**src/rtl/alarm_clock_multi_if.sv**
```systemverilog
// Pin bundle for alarm_clock_multi.
//   master : pushbutton/controller side (drives buttons, reads time and display)
//   slave  : the clock itself
// Inputs : Timeset, Alarmset, AlarmSel, Minadv, Hrsadv, Dayadv, Alarmon, Snooze
// Outputs: TSec, TMin, THrs, TDay, DispMin, DispHrs, DispMask, Buzz, AlarmId
interface alarm_clock_multi_if #(
  parameter int N_ALARMS = 4,
  parameter int AW       = (N_ALARMS > 1) ? $clog2(N_ALARMS) : 1
);
  logic          Timeset, Alarmset;
  logic [AW-1:0] AlarmSel;
  logic          Minadv, Hrsadv, Dayadv, Alarmon, Snooze;
  logic [6:0]    TSec, TMin, THrs;
  logic [2:0]    TDay;
  logic [6:0]    DispMin, DispHrs, DispMask;
  logic          Buzz;
  logic [AW-1:0] AlarmId;

  modport master (
    output Timeset, Alarmset, AlarmSel, Minadv, Hrsadv, Dayadv, Alarmon, Snooze,
    input  TSec, TMin, THrs, TDay, DispMin, DispHrs, DispMask, Buzz, AlarmId
  );
  modport slave (
    input  Timeset, Alarmset, AlarmSel, Minadv, Hrsadv, Dayadv, Alarmon, Snooze,
    output TSec, TMin, THrs, TDay, DispMin, DispHrs, DispMask, Buzz, AlarmId
  );
endinterface

```
**src/rtl/alarm_clock_multi.sv**
```systemverilog
// Time-of-day clock with N_ALARMS independent alarm slots, per-slot day-of-week
// masks, snooze with a per-event limit and a ring timeout.
//   Pulse : 1 Hz clock          Reset : synchronous, active high
//   bus   : alarm_clock_multi_if.slave (buttons in; time, display, Buzz, AlarmId out)

// One alarm slot: stored time, day mask, and its match term.
module alarm_clock_multi_slot #(
  parameter logic [6:0] RESET_MASK = 7'b0011111
) (
  input  logic       Pulse,
  input  logic       Reset,
  input  logic       edit,
  input  logic       minadv,
  input  logic       hrsadv,
  input  logic       dayadv,
  input  logic       armed,
  input  logic [6:0] tmin,
  input  logic [6:0] thrs,
  input  logic [2:0] tday,
  output logic [6:0] amin,
  output logic [6:0] ahrs,
  output logic [6:0] mask,
  output logic       hit
);
  always_ff @(posedge Pulse) begin
    if (Reset) begin
      amin <= '0;
      ahrs <= '0;
      mask <= RESET_MASK;
    end else if (edit) begin
      if (minadv) amin <= (amin == 7'd59) ? '0 : amin + 7'd1;
      if (hrsadv) ahrs <= (ahrs == 7'd23) ? '0 : ahrs + 7'd1;
      // toggles the bit for the day currently shown on the clock
      if (dayadv) mask[tday] <= ~mask[tday];
    end
  end

  assign hit = armed & (amin == tmin) & (ahrs == thrs) & mask[tday];
endmodule

module alarm_clock_multi #(
  parameter int         N_ALARMS   = 4,
  parameter int         SNOOZE_SEC = 300,
  parameter int         RING_SEC   = 60,
  parameter int         MAX_SNOOZE = 3,
  parameter logic [6:0] RESET_MASK = 7'b0011111
) (
  input logic                Pulse,
  input logic                Reset,
  alarm_clock_multi_if.slave bus
);
  localparam int AW   = (N_ALARMS > 1) ? $clog2(N_ALARMS) : 1;
  localparam int TMAX = (SNOOZE_SEC > RING_SEC) ? SNOOZE_SEC : RING_SEC;
  localparam int TW   = (TMAX > 1) ? $clog2(TMAX) : 1;
  localparam int CW   = (MAX_SNOOZE > 0) ? $clog2(MAX_SNOOZE + 1) : 1;
  localparam logic [TW-1:0] RING_T = TW'(RING_SEC - 1);
  localparam logic [TW-1:0] SNZ_T  = TW'(SNOOZE_SEC - 1);

  localparam logic [1:0] S_IDLE = 2'd0;
  localparam logic [1:0] S_RING = 2'd1;
  localparam logic [1:0] S_SNZ  = 2'd2;

  logic [6:0] tsec, tmin, thrs;
  logic [2:0] tday;
  logic [N_ALARMS-1:0][6:0] amin, ahrs, mask;
  logic [N_ALARMS-1:0]      hits;
  logic                     armed, editing, any_hit;
  logic [AW-1:0]            hit_id;

  // ---------------- time of day ----------------
  logic sec_wrap, min_wrap, hrs_wrap;
  assign sec_wrap = (tsec == 7'd59);
  assign min_wrap = sec_wrap & (tmin == 7'd59);
  assign hrs_wrap = min_wrap & (thrs == 7'd23);

  always_ff @(posedge Pulse) begin
    if (Reset) begin
      tsec <= '0; tmin <= '0; thrs <= '0; tday <= '0;
    end else if (bus.Timeset) begin
      // buttons step their own field only; no carry between fields
      if (bus.Minadv) tmin <= (tmin == 7'd59) ? '0 : tmin + 7'd1;
      if (bus.Hrsadv) thrs <= (thrs == 7'd23) ? '0 : thrs + 7'd1;
      if (bus.Dayadv) tday <= (tday == 3'd6)  ? '0 : tday + 3'd1;
    end else begin
      tsec <= sec_wrap ? '0 : tsec + 7'd1;
      if (sec_wrap) tmin <= min_wrap ? '0 : tmin + 7'd1;
      if (min_wrap) thrs <= hrs_wrap ? '0 : thrs + 7'd1;
      if (hrs_wrap) tday <= (tday == 3'd6) ? '0 : tday + 3'd1;
    end
  end

  // ---------------- alarm slots ----------------
  assign armed   = bus.Alarmon & ~bus.Timeset & ~bus.Alarmset & (tsec == 7'd0);
  assign editing = bus.Alarmset & ~bus.Timeset;

  for (genvar i = 0; i < N_ALARMS; i++) begin : g_slot
    alarm_clock_multi_slot #(.RESET_MASK(RESET_MASK)) u_slot (
      .Pulse (Pulse),
      .Reset (Reset),
      .edit  (editing && (int'(bus.AlarmSel) == i)),
      .minadv(bus.Minadv),
      .hrsadv(bus.Hrsadv),
      .dayadv(bus.Dayadv),
      .armed (armed),
      .tmin  (tmin),
      .thrs  (thrs),
      .tday  (tday),
      .amin  (amin[i]),
      .ahrs  (ahrs[i]),
      .mask  (mask[i]),
      .hit   (hits[i])
    );
  end

  // lowest-numbered matching slot wins
  always_comb begin
    any_hit = 1'b0;
    hit_id  = '0;
    for (int i = N_ALARMS - 1; i >= 0; i--) begin
      if (hits[i]) begin
        any_hit = 1'b1;
        hit_id  = AW'(i);
      end
    end
  end

  // ---------------- display mux ----------------
  // out-of-range selects read as zero
  logic [6:0] sel_min, sel_hrs, sel_mask;
  always_comb begin
    sel_min = '0; sel_hrs = '0; sel_mask = '0;
    for (int i = 0; i < N_ALARMS; i++) begin
      if (int'(bus.AlarmSel) == i) begin
        sel_min  = amin[i];
        sel_hrs  = ahrs[i];
        sel_mask = mask[i];
      end
    end
  end

  // ---------------- ring / snooze FSM ----------------
  logic [1:0]    state, state_nxt;
  logic [TW-1:0] timer, timer_nxt;
  logic [CW-1:0] cnt, cnt_nxt;
  logic [AW-1:0] aid, aid_nxt;
  logic          buzz;

  always_comb begin
    state_nxt = state;
    timer_nxt = timer;
    cnt_nxt   = cnt;
    aid_nxt   = aid;
    case (state)
      S_IDLE: if (any_hit) begin
        state_nxt = S_RING; timer_nxt = RING_T; cnt_nxt = '0; aid_nxt = hit_id;
      end
      S_RING: begin
        // new matches are ignored while ringing
        if (!bus.Alarmon)                               state_nxt = S_IDLE;
        else if (bus.Snooze && int'(cnt) < MAX_SNOOZE) begin
          state_nxt = S_SNZ; timer_nxt = SNZ_T; cnt_nxt = cnt + CW'(1);
        end
        else if (timer == '0)                           state_nxt = S_IDLE;
        else                                            timer_nxt = timer - TW'(1);
      end
      S_SNZ: begin
        if (!bus.Alarmon) state_nxt = S_IDLE;
        else if (any_hit) begin
          state_nxt = S_RING; timer_nxt = RING_T; cnt_nxt = '0; aid_nxt = hit_id;
        end
        else if (timer == '0) begin
          // snooze expiry keeps the snooze count of the current event
          state_nxt = S_RING; timer_nxt = RING_T;
        end
        else timer_nxt = timer - TW'(1);
      end
      default: state_nxt = S_IDLE;
    endcase
  end

  always_ff @(posedge Pulse) begin
    if (Reset) begin
      state <= S_IDLE; timer <= '0; cnt <= '0; aid <= '0; buzz <= 1'b0;
    end else begin
      state <= state_nxt; timer <= timer_nxt; cnt <= cnt_nxt; aid <= aid_nxt;
      buzz  <= (state_nxt == S_RING);
    end
  end

  assign bus.TSec     = tsec;
  assign bus.TMin     = tmin;
  assign bus.THrs     = thrs;
  assign bus.TDay     = tday;
  assign bus.DispMin  = bus.Alarmset ? sel_min : tmin;
  assign bus.DispHrs  = bus.Alarmset ? sel_hrs : thrs;
  assign bus.DispMask = sel_mask;
  assign bus.Buzz     = buzz;
  assign bus.AlarmId  = aid;
endmodule
```
**src/flat_wrapper.sv**
```systemverilog
// flat-port wrapper written by rule: the top's interface ports become plain ports
module alarm_clock_multi_flat 
#(
  parameter int         N_ALARMS   = 4,
  parameter int         SNOOZE_SEC = 300,
  parameter int         RING_SEC   = 60,
  parameter int         MAX_SNOOZE = 3,
  parameter logic [6:0] RESET_MASK = 7'b0011111
)
  (Pulse, Reset, bus_Timeset, bus_Alarmset, bus_AlarmSel, bus_Minadv, bus_Hrsadv, bus_Dayadv, bus_Alarmon, bus_Snooze, bus_TSec, bus_TMin, bus_THrs, bus_TDay, bus_DispMin, bus_DispHrs, bus_DispMask, bus_Buzz, bus_AlarmId);
  alarm_clock_multi_if #(.N_ALARMS(N_ALARMS)) bus_i ();
  input logic Pulse;
  input logic Reset;
  input wire logic [$bits(bus_i.Timeset)-1:0] bus_Timeset;
  input wire logic [$bits(bus_i.Alarmset)-1:0] bus_Alarmset;
  input wire logic [$bits(bus_i.AlarmSel)-1:0] bus_AlarmSel;
  input wire logic [$bits(bus_i.Minadv)-1:0] bus_Minadv;
  input wire logic [$bits(bus_i.Hrsadv)-1:0] bus_Hrsadv;
  input wire logic [$bits(bus_i.Dayadv)-1:0] bus_Dayadv;
  input wire logic [$bits(bus_i.Alarmon)-1:0] bus_Alarmon;
  input wire logic [$bits(bus_i.Snooze)-1:0] bus_Snooze;
  output wire logic [$bits(bus_i.TSec)-1:0] bus_TSec;
  output wire logic [$bits(bus_i.TMin)-1:0] bus_TMin;
  output wire logic [$bits(bus_i.THrs)-1:0] bus_THrs;
  output wire logic [$bits(bus_i.TDay)-1:0] bus_TDay;
  output wire logic [$bits(bus_i.DispMin)-1:0] bus_DispMin;
  output wire logic [$bits(bus_i.DispHrs)-1:0] bus_DispHrs;
  output wire logic [$bits(bus_i.DispMask)-1:0] bus_DispMask;
  output wire logic [$bits(bus_i.Buzz)-1:0] bus_Buzz;
  output wire logic [$bits(bus_i.AlarmId)-1:0] bus_AlarmId;
  assign bus_i.Timeset = bus_Timeset;
  assign bus_i.Alarmset = bus_Alarmset;
  assign bus_i.AlarmSel = bus_AlarmSel;
  assign bus_i.Minadv = bus_Minadv;
  assign bus_i.Hrsadv = bus_Hrsadv;
  assign bus_i.Dayadv = bus_Dayadv;
  assign bus_i.Alarmon = bus_Alarmon;
  assign bus_i.Snooze = bus_Snooze;
  assign bus_TSec = bus_i.TSec;
  assign bus_TMin = bus_i.TMin;
  assign bus_THrs = bus_i.THrs;
  assign bus_TDay = bus_i.TDay;
  assign bus_DispMin = bus_i.DispMin;
  assign bus_DispHrs = bus_i.DispHrs;
  assign bus_DispMask = bus_i.DispMask;
  assign bus_Buzz = bus_i.Buzz;
  assign bus_AlarmId = bus_i.AlarmId;
  alarm_clock_multi #(.N_ALARMS(N_ALARMS), .SNOOZE_SEC(SNOOZE_SEC), .RING_SEC(RING_SEC), .MAX_SNOOZE(MAX_SNOOZE), .RESET_MASK(RESET_MASK)) u_core (.Pulse(Pulse), .Reset(Reset), .bus(bus_i));
endmodule
```
**config.mk**
```make
export PLATFORM = sky130hd
export DESIGN_NAME = alarm_clock_multi_flat
export DESIGN_NICKNAME = d
export VERILOG_FILES = /design/src/rtl/alarm_clock_multi_if.sv /design/src/rtl/alarm_clock_multi.sv /design/src/flat_wrapper.sv
export SDC_FILE = /design/constraint.sdc
export NUM_CORES = 1
export LEC_CHECK = 0
export BUFFER_PORTS_ARGS = -buffer_cell sky130_fd_sc_hd__buf_2
export CORE_MARGIN = 3
export CORE_UTILIZATION = 55
export CTS_BUF_LIST = sky130_fd_sc_hd__clkbuf_2 sky130_fd_sc_hd__clkbuf_4 sky130_fd_sc_hd__clkbuf_8
export DETAILED_ROUTE_END_ITERATION = 12
export MAX_ROUTING_LAYER = met4
export PLACE_DENSITY = 0.74
export SLEW_MARGIN = 20
export SYNTH_ARGS = -nofsm -noshare
export SYNTH_HDL_FRONTEND = slang
export SYNTH_HIERARCHICAL = 1
export SYNTH_SLANG_ARGS = --single-unit
export TNS_END_PERCENT = 10
```
**constraint.sdc**
```tcl
create_clock -name Pulse -period 4.6 [get_ports Pulse]
set_input_delay 0.46 -clock Pulse [delete_from_list [all_inputs] [get_ports Pulse]]
set_output_delay 0.46 -clock Pulse [all_outputs]
set_load 0.02 [all_outputs]
```
==> load_flow_metrics.sql, run 1 <==
INSERT INTO impl_metrics (metric_group, metric, value, unit) VALUES
('clock_network', 'clock_sink_count', '124', ''),
('global_route', 'grt_use_total', '0.259', ''),
('placed_design', 'numPortBuffers', '58', ''),
('finish', 'post_route_cells_drive_above_1_share', '0.164', ''),
('global_route', 'largest_net_degree_at_the_start_of_global_routing', '38', ''),
('die', 'die_width', '123', 'um'),
('synthesis', 'synth-warning-count', '6', ''),
('die', 'start_util', '0.565', ''),
('synthesis', 'seq_area_frac_synth', '0.330', ''),
('timing', 'report.final.slew_viol_count', '0', ''),
('setup_path', 'crit_arrival', '4.12', 'ns'),
('timing', 'final.setup_skew', '0.00729', 'ns'),
('outcome', 'status', 'completed', ''),
('synthesis', 'synth_cells', '842', ''),
('die', 'core_region_area', '0.0133', 'mm2'),
('setup_path', 'cpMostUsedCell', 'sky130_fd_sc_hd__nor4_1', ''),
('timing', 'timing.max_slew.rel_slack', '0.325', ''),
('setup_path', 'critPathMaxStageDelay', '0.99', 'ns'),
('routing', 'dr_wl_met3', '812', 'um'),
('run', 'timing.max_cap.violations', '0', ''),
('clock_network', 'cts-buffers-inserted', '17', ''),
('synthesis', 'syn_nets', '872', ''),
('clock_network', 'post_cts.repair.setup_buffers', '0', ''),
('global_route', 'grt_pass1_wl', '29600', 'um'),
('setup_path', 'setup.worst_path.end_class', 'register', ''),
('synthesis', 'synth_cell_types', '64', ''),
('pwr', 'p_total', '2.53', 'mW'),
('routing', 'top_layer', 'met4', ''),
('setup_path', 'setup_slack_of_the_worst_register_to_register_path', '0.85', 'ns'),
('pwr', 'leakage', '3.17', 'nW'),
('synthesis', 'syn-cell-area', '0.00751', 'mm2'),
('clock_network', 'clk_latency', '0.44', 'ns'),
('pwr', 'power.combinational.fraction', '0.149', ''),
('finish', 'fillerInstances', '1130', ''),
('finish', 'layout_commonest_cell', 'sky130_fd_sc_hd__dfxtp_1', ''),
('synthesis', 'ys_ff_latch', '124', ''),
('pwr', 'pwr_density_cell', '305', 'mW/mm2'),
('die', 'die_boundary_height', '123', 'um'),
('finish', 'final_net_count', '919', ''),
('timing', 'worst_max_slew_pin_slew', '1.01', 'ns'),
('setup_path', 'crit_path_max_fanout', '26', ''),
('pwr', 'vdd_ir_drop_max', '226', 'uV'),
('setup_path', 'crit_chain', 'nand2b_1, o22ai_1, mux2i_1, nor4_1, nor4_1, a221oi_1, nand3_1, a31oi_1', ''),
('pwr', 'total_net_switching_power', '0.698', 'mW'),
('synthesis', 'async_flop_share', '0', ''),
('global_route', 'grt_pass1_vias', '5861', ''),
('clock_network', 'worst_setup_hold_path_clk_slew', '0.07', 'ns'),
('placed_design', 'place.gp.congestion', '0.903', ''),
('die', 'io_pins', '59', ''),
('timing', 'max_freq', '267', 'MHz'),
('hold_path', 'worstHoldPathType', 'in -> reg', ''),
('setup_path', 'worstSetupStartpointType', 'register', ''),
('clock_network', 'post_cts_hold_buffer_count', '0', ''),
('routing', 'postRouteWirelength', '18600', 'um'),
('routing', 'ant_nets', '0', ''),
('setup_path', 'cp_data_required_time', '4.97', 'ns'),
('routing', 'detail_route.wl_per_cell', '17.3', 'um'),
('setup_path', 'crit_slowest_cell', 'sky130_fd_sc_hd__dfxtp_1', ''),
('routing', 'detail_route.wirelength.met1', '8790', 'um'),
('placed_design', 'hpwl', '13300', 'um'),
('routing', 'post-route-drc-count', '0', ''),
('pwr', 'share_clk_of_total_power', '0.400', ''),
('clock_network', 'tritoncts', 'yes', ''),
('timing', 'share_of_the_clock_period_used_by_the_worst_path', '0.815', ''),
('pwr', 'sequentialPowerShare', '0.451', ''),
('routing', 'detail_route.vias_per_cell', '6.01', ''),
('finish', 'num_antenna_cells', '0', ''),
('setup_path', 'critical_path_class', 'reg -> reg', ''),
('global_route', 'antenna_violations_before_repair', '0', ''),
('finish', 'layout-area-overhead-vs-synth', '10.4', '%'),
('timing', 'timing.setup.tns', '0', 'ns');
-- area by class of cell --
type,count,area [um2],share of cell area
multi-input cells,666,4790,0.578
flip-flops and latches,124,2480,0.299
repair buffers,62,320,0.0386
clock buffers,24,299,0.0360
well taps,176,220,0.0265
clock inverters,8,115,0.0139
inverters,18,67.6,0.00814
-- kinds of logic (layout without fill, tap and decap cells) --
kind of cell	count (synthesis)	after routing	share of synthesized area
AO/OA/AOI/OAI	99	99	0.0973
XOR/XNOR	127	127	0.148
adder cells (fa/ha/maj)	19	19	0.0316
buffers and inverters	52	112	0.0318
flip-flops	124	124	0.330
multiplexers	53	53	0.113
AND/OR/NAND/NOR	368	368	0.248
-- per-stage QoR --
step / setup slack, ns / std cells / hold WS (ns) / util / cell area (um2)
floorplan: 1.32 / 842 / 0.459 / - / 7510
global placement: 0.825 / 1046 / 0.486 / 0.593 / 7880
detailed placement: 0.659 / 1046 / 0.489 / 0.593 / 7880
CTS: 0.931 / 1078 / 0.373 / 0.624 / 8300
global route: 0.531 / 1078 / 0.408 / 0.624 / 8300
finish: 0.852 / 1078 / 0.408 / 0.624 / 8300
-- registers in the layout, indices dropped and copies added, names as in the netlist --
name	flops
u_core/bus.TSec	7
u_core/g_slot.u_slot/amin	28
u_core/bus.Buzz	1
u_core/g_slot.u_slot/ahrs	28
u_core/timer	9
u_core/g_slot.u_slot/mask	28
u_core/bus.TMin	7
u_core/bus.AlarmId	2
u_core/state	2
u_core/bus.THrs	7
u_core/bus.TDay	3
u_core/cnt	2
-- per-layer routing --
layer  vias to the layer above  global-route usage
met2                       190               0.391
met5                         -                   -
met4                         0               0.112
met3                        36              0.0433
li1                       3089                   -
met1                      3164               0.344
-- power groups by stage --
stage	logic, mW	registers [mW]	clock network (mW)
2_1_floorplan	0.283	1.16	0
3_3_place_gp	0.366	1.16	0
3_5_place_dp	0.368	1.16	0
4_1_cts	0.373	1.14	1.03
5_1_grt	0.415	1.15	1.08
6_report	0.377	1.14	1.01
-- path summary, 6_finish.rpt --
| check | startpoint | to | depth (start not counted) |
|---|---|---|---|
| max | u_core/bus.TDay[2]$_SDFFE_PP0P_ | u_core/timer[7]$_SDFFE_PP0P_ | 8 |
| min | bus_Timeset | u_core/bus.TSec[0]$_SDFFE_PP0N_ | 3 |
| max reg2reg | u_core/bus.TDay[2]$_SDFFE_PP0P_ | u_core/timer[7]$_SDFFE_PP0P_ | 8 |
| min reg2reg | u_core/cnt[1]$_SDFFE_PP0P_ | u_core/cnt[1]$_SDFFE_PP0P_ | 2 |
-- synth_stat cells (19+ instances only) --
master                    number  area, um2
sky130_fd_sc_hd__a21oi_1      28        140
sky130_fd_sc_hd__nor3_1       22        110
sky130_fd_sc_hd__dfxtp_1     124       2480
sky130_fd_sc_hd__nand3_1      51        255
sky130_fd_sc_hd__nor2_1      105        394
sky130_fd_sc_hd__o21ai_0      21        105
sky130_fd_sc_hd__xnor2_1      70        613
sky130_fd_sc_hd__nand4_1      23        144
sky130_fd_sc_hd__xor2_1       57        499
sky130_fd_sc_hd__nand2_1      72        270
sky130_fd_sc_hd__ha_1         19        238
sky130_fd_sc_hd__mux4_2       24        541
-- critical path: cells and delay by family, from the launching register on --
kind            cells  cell delay, ns
compound gates      3            1.25
flops               1            0.99
mux                 1            0.17
simple gates        4            1.26
(Power assumes the default switching activity.)
==> inputs of run 2 (changes only) <==
--- a/config.mk
+++ b/config.mk
@@ -5,13 +5,14 @@
 export SDC_FILE = /design/constraint.sdc
 export NUM_CORES = 1
 export LEC_CHECK = 0
+export ABC_AREA = 1
 export BUFFER_PORTS_ARGS = -buffer_cell sky130_fd_sc_hd__buf_2
 export CORE_MARGIN = 3
 export CORE_UTILIZATION = 55
 export CTS_BUF_LIST = sky130_fd_sc_hd__clkbuf_2 sky130_fd_sc_hd__clkbuf_4 sky130_fd_sc_hd__clkbuf_8
 export DETAILED_ROUTE_END_ITERATION = 12
 export MAX_ROUTING_LAYER = met4
-export PLACE_DENSITY = 0.74
+export PLACE_DENSITY = 0.76
 export SLEW_MARGIN = 20
 export SYNTH_ARGS = -nofsm -noshare
 export SYNTH_HDL_FRONTEND = slang
==> constraint.sdc (replaced) <==
create_clock -name Pulse -period 3 [get_ports Pulse]
set_input_delay 0.3 -clock Pulse [delete_from_list [all_inputs] [get_ports Pulse]]
set_output_delay 0.3 -clock Pulse [all_outputs]
set_load 0.02 [all_outputs]
==> run 2 against run 1 <==
  * Highest routed layer unchanged
  * Critical path type unchanged
  * Global-route usage rose by 4.1 points
  * Synthesized cell count rose by 72%
  * Area after synthesis rose by 14%
  * Setup slack got worse by 0.48 ns
  * Largest power group unchanged
  * Via count rose by 43%
  * Flip-flop and latch count did not move
  * Clock skew rose by 0.0032 ns
  * Die area rose by 14%
==> load_flow_metrics.sql, run 2 <==
INSERT INTO impl_metrics (metric_group, metric, value, unit) VALUES
('outcome', 'status', 'completed', ''),
('die', 'rows', '45', ''),
('routing', 'postRouteWirelength', '24800', 'um'),
('clock_network', 'h-tree-depth', '4', ''),
('clock_network', 'tritoncts', 'yes', ''),
('setup_path', 'cpMostUsedCell', 'sky130_fd_sc_hd__nand2_1', ''),
('die', 'floorplan.die_area', '0.0171', 'mm2'),
('timing', 'finalSetupViolations', '0', ''),
('synthesis', 'synth_most_common_cell', 'sky130_fd_sc_hd__nand2_1', ''),
('routing', 'detail_route.vias_per_cell', '5.28', ''),
('timing', 'final.hold.worst_slack', '0.137', 'ns'),
('routing', 'post-route-drc-count', '0', ''),
('synthesis', 'synth.cells.most_frequent', '473 x sky130_fd_sc_hd__nand2_1, 219 x sky130_fd_sc_hd__inv_1, 200 x sky130_fd_sc_hd__nor2_1', ''),
('global_route', 'largest_net_degree_at_the_start_of_global_routing', '26', ''),
('synthesis', 'synth_top_flop_cell', 'sky130_fd_sc_hd__dfxtp_1', ''),
('routing', 'vias', '9241', ''),
('synthesis', 'async_flop_share', '0', ''),
('timing', 'worst_max_slew_pin_slew', '0.687', 'ns'),
('setup_path', 'setup.worst_path.end_class', 'register', ''),
('finish', 'layout.cells.most_common_list', '473 x sky130_fd_sc_hd__nand2_1, 219 x sky130_fd_sc_hd__inv_1, 200 x sky130_fd_sc_hd__nor2_1', ''),
('clock_network', 'cts-buffers-inserted', '17', ''),
('timing', 'share_of_the_clock_period_used_by_the_worst_path', '0.876', ''),
('clock_network', 'clock_sink_count', '124', ''),
('finish', 'post_route_cells_drive_above_1_share', '0.112', ''),
('clock_network', 'clk_path_buf_depth', '2', ''),
('finish', 'fillerInstances', '1470', ''),
('finish', 'largest_registers', 'u_core/g_slot.u_slot/ahrs (28), u_core/g_slot.u_slot/amin (28), u_core/g_slot.u_slot/mask (28)', ''),
('placed_design', 'hpwl', '18500', 'um'),
('synthesis', 'leading_cell_types_by_total_area_after_synthesis', 'sky130_fd_sc_hd__dfxtp_1 29%, sky130_fd_sc_hd__nand2_1 21%, sky130_fd_sc_hd__inv_1 9.6%, sky130_fd_sc_hd__nor2_1 8.7%, sky130_fd_sc_hd__nand3_1 6.2%', ''),
('finish', 'final-seq-area', '0.00248', 'mm2'),
('setup_path', 'crit_arrival', '2.99', 'ns'),
('setup_path', 'timing.critical_path.from', 'u_core/bus.TSec[0]$_SDFFE_PP0N_', ''),
('global_route', 'grt-ovfl-total', '0', ''),
('clock_network', 'clock-root-buffer', 'sky130_fd_sc_hd__clkbuf_8', ''),
('setup_path', 'crit_path_max_fanout', '11', ''),
('timing', 'timing.final.crit_period', '2.63', 'ns'),
('synthesis', 'syn_nets', '1479', ''),
('routing', 'firstDrtPassIters', '5', ''),
('timing', 'timing_hold_violations_final', '0', ''),
('synthesis', 'ys_ff_latch', '124', ''),
('placed_design', 'place.gp.congestion', '0.954', ''),
('timing', 'report.final.slew_viol_count', '0', ''),
('routing', 'detail_route.wl_per_cell', '14.2', 'um'),
('die', 'die_boundary_height', '131', 'um'),
('global_route', 'antenna_violations_before_repair', '0', ''),
('global_route', 'grt_pass1_wl', '39500', 'um'),
('timing', 'grt_setup_unrepaired', 'false', ''),
('synthesis', 'synth_cell_types', '42', ''),
('setup_path', 'critPathMaxStageDelay', '0.35', 'ns'),
('finish', 'layout-area-overhead-vs-synth', '11.7', '%'),
('global_route', 'grt_pass1_vias', '8250', ''),
('synthesis', 'synthDominantCellAreaShare', '0.289', ''),
('hold_path', 'worstHoldPathType', 'in -> reg', ''),
('finish', 'footprint_of_the_multi_input_gates', '0.00511', 'mm2'),
('synthesis', 'synth_area_leader_cell', 'sky130_fd_sc_hd__dfxtp_1', ''),
('finish', 'final_net_count', '1555', ''),
('clock_network', 'clk_latency', '0.46', 'ns'),
('pwr', 'leakage', '4.46', 'nW'),
('clock_network', 'postCtsResizedCells', '0', ''),
('synthesis', 'syn_avg_cell_area', '5.93', 'um2'),
('setup_path', 'crit_slowest_cell', 'sky130_fd_sc_hd__dfxtp_1', ''),
('synthesis', 'synth-edff-count', '0', ''),
('die', 'start_util', '0.563', ''),
('pwr', 'pwr_density_cell', '422', 'mW/mm2'),
('synthesis', 'syn-cell-area', '0.00859', 'mm2'),
('routing', 'detail_route.iter0.violations', '925', ''),
('timing', 'timing.max_slew.rel_slack', '0.541', ''),
('synthesis', 'synth_cells', '1449', ''),
('setup_path', 'critical_path_class', 'reg -> reg', ''),
('clock_network', 'worst_setup_hold_path_clk_slew', '0.08', 'ns'),
('setup_path', 'crit_chain', 'inv_1, ha_1, nand3_1, nor4_1, buf_4, nand2_1, nor2_1, nand2_1, nor2_1, nand2_1, nor2_1, nor2_1, nand3_1, nand2_1, inv_1, nand2_4, nor2_2, nand2_1, o21ai_0, inv_1', ''),
('finish', 'num_antenna_cells', '0', ''),
('clock_network', 'post_cts.repair.setup_buffers', '0', ''),
('clock_network', 'post_cts_hold_buffer_count', '0', ''),
('pwr', 'p_total', '4.05', 'mW'),
('setup_path', 'crit-reg2reg-launch', 'u_core/bus.TSec[0]$_SDFFE_PP0N_', ''),
('global_route', 'grt_use_total', '0.300', ''),
('timing', 'timing.setup.tns', '0', 'ns'),
('hold_path', 'hold_path_startpoint', 'bus_Timeset', ''),
('synthesis', 'synth-warning-count', '6', ''),
('die', 'core_region_area', '0.0153', 'mm2'),
('synthesis', 'seq_area_frac_synth', '0.289', ''),
('die', 'die_width', '131', 'um'),
('finish', 'finalCoreUtilization', '0.629', ''),
('timing', 'final.setup_skew', '0.0105', 'ns'),
('timing', 'max_freq', '381', 'MHz'),
('finish', 'layout_commonest_cell', 'sky130_fd_sc_hd__nand2_1', ''),
('run', 'timing.max_cap.violations', '0', ''),
('die', 'io_pins', '59', ''),
('setup_path', 'worstSetupStartpointType', 'register', ''),
('routing', 'ant_nets', '0', ''),
('pwr', 'vdd_ir_drop_max', '420', 'uV'),
('placed_design', 'numPortBuffers', '58', ''),
('setup_path', 'cp_data_required_time', '3.36', 'ns');
## run 2: cell type report
type,count,share of cell area
multi-input combinational,1070,0.533
sequential,124,0.259
inverter,236,0.0926
timing repair buffer,76,0.0444
tap,211,0.0275
clock buffer,17,0.0244
clock inverter,15,0.0194
## run 2: final timing paths
kind / end / slack (ns) / cells past startpoint
worst max-delay path: u_core/timer[1]$_SDFFE_PP0P_ / 0.37 / 20
worst min-delay path: u_core/bus.TSec[1]$_SDFFE_PP0N_ / 0.14 / 2
worst max register to register: u_core/timer[1]$_SDFFE_PP0P_ / 0.37 / 20
worst min register to register: u_core/cnt[1]$_SDFFE_PP0P_ / 0.47 / 2
## run 2: worst max-delay path, delay by kind of cell (launching register included)
kind	cells	cell delay (ns)
and+or+nand+nor	14	1.44
buffers and inverters	4	0.41
DFF	1	0.35
AOI/OAI and AO/OA	1	0.18
adders and majority gates	1	0.14
## run 2: through the flow
step                      setup slack [ns]  std cells  cell area (um2)
after global placement               0.412       1717             9170
after floorplan                      0.541       1449             8590
after CTS                            0.309       1749             9590
after global routing                0.0379       1749             9590
final                                0.373       1749             9590
after detailed placement             0.311       1717             9170
## run 2: cell families after synthesis
kind of cell,after synthesis,share of synthesized area
adder cells (fa/ha/maj),19,0.0277
XOR/XNOR,26,0.0265
AND/OR/NAND/NOR,862,0.432
buffers and inverters,255,0.116
flip-flops,124,0.289
AO/OA/AOI/OAI,163,0.108
## run 2: power by group
group | leakage, nW | total, mW | internal, mW | switching, mW
Clock | 0.206 | 1.62 | 0.837 | 0.781
Sequential | 1.00 | 1.74 | 1.69 | 0.0485
Combinational | 3.26 | 0.695 | 0.216 | 0.479
## run 2: routing by layer
layer	vias to the layer above	track usage	routed length (um)
met5	-	-	0
met3	44	0.0614	1690
met1	4194	0.380	10900
met4	0	0.105	588
met2	336	0.476	11600
li1	4667	-	-
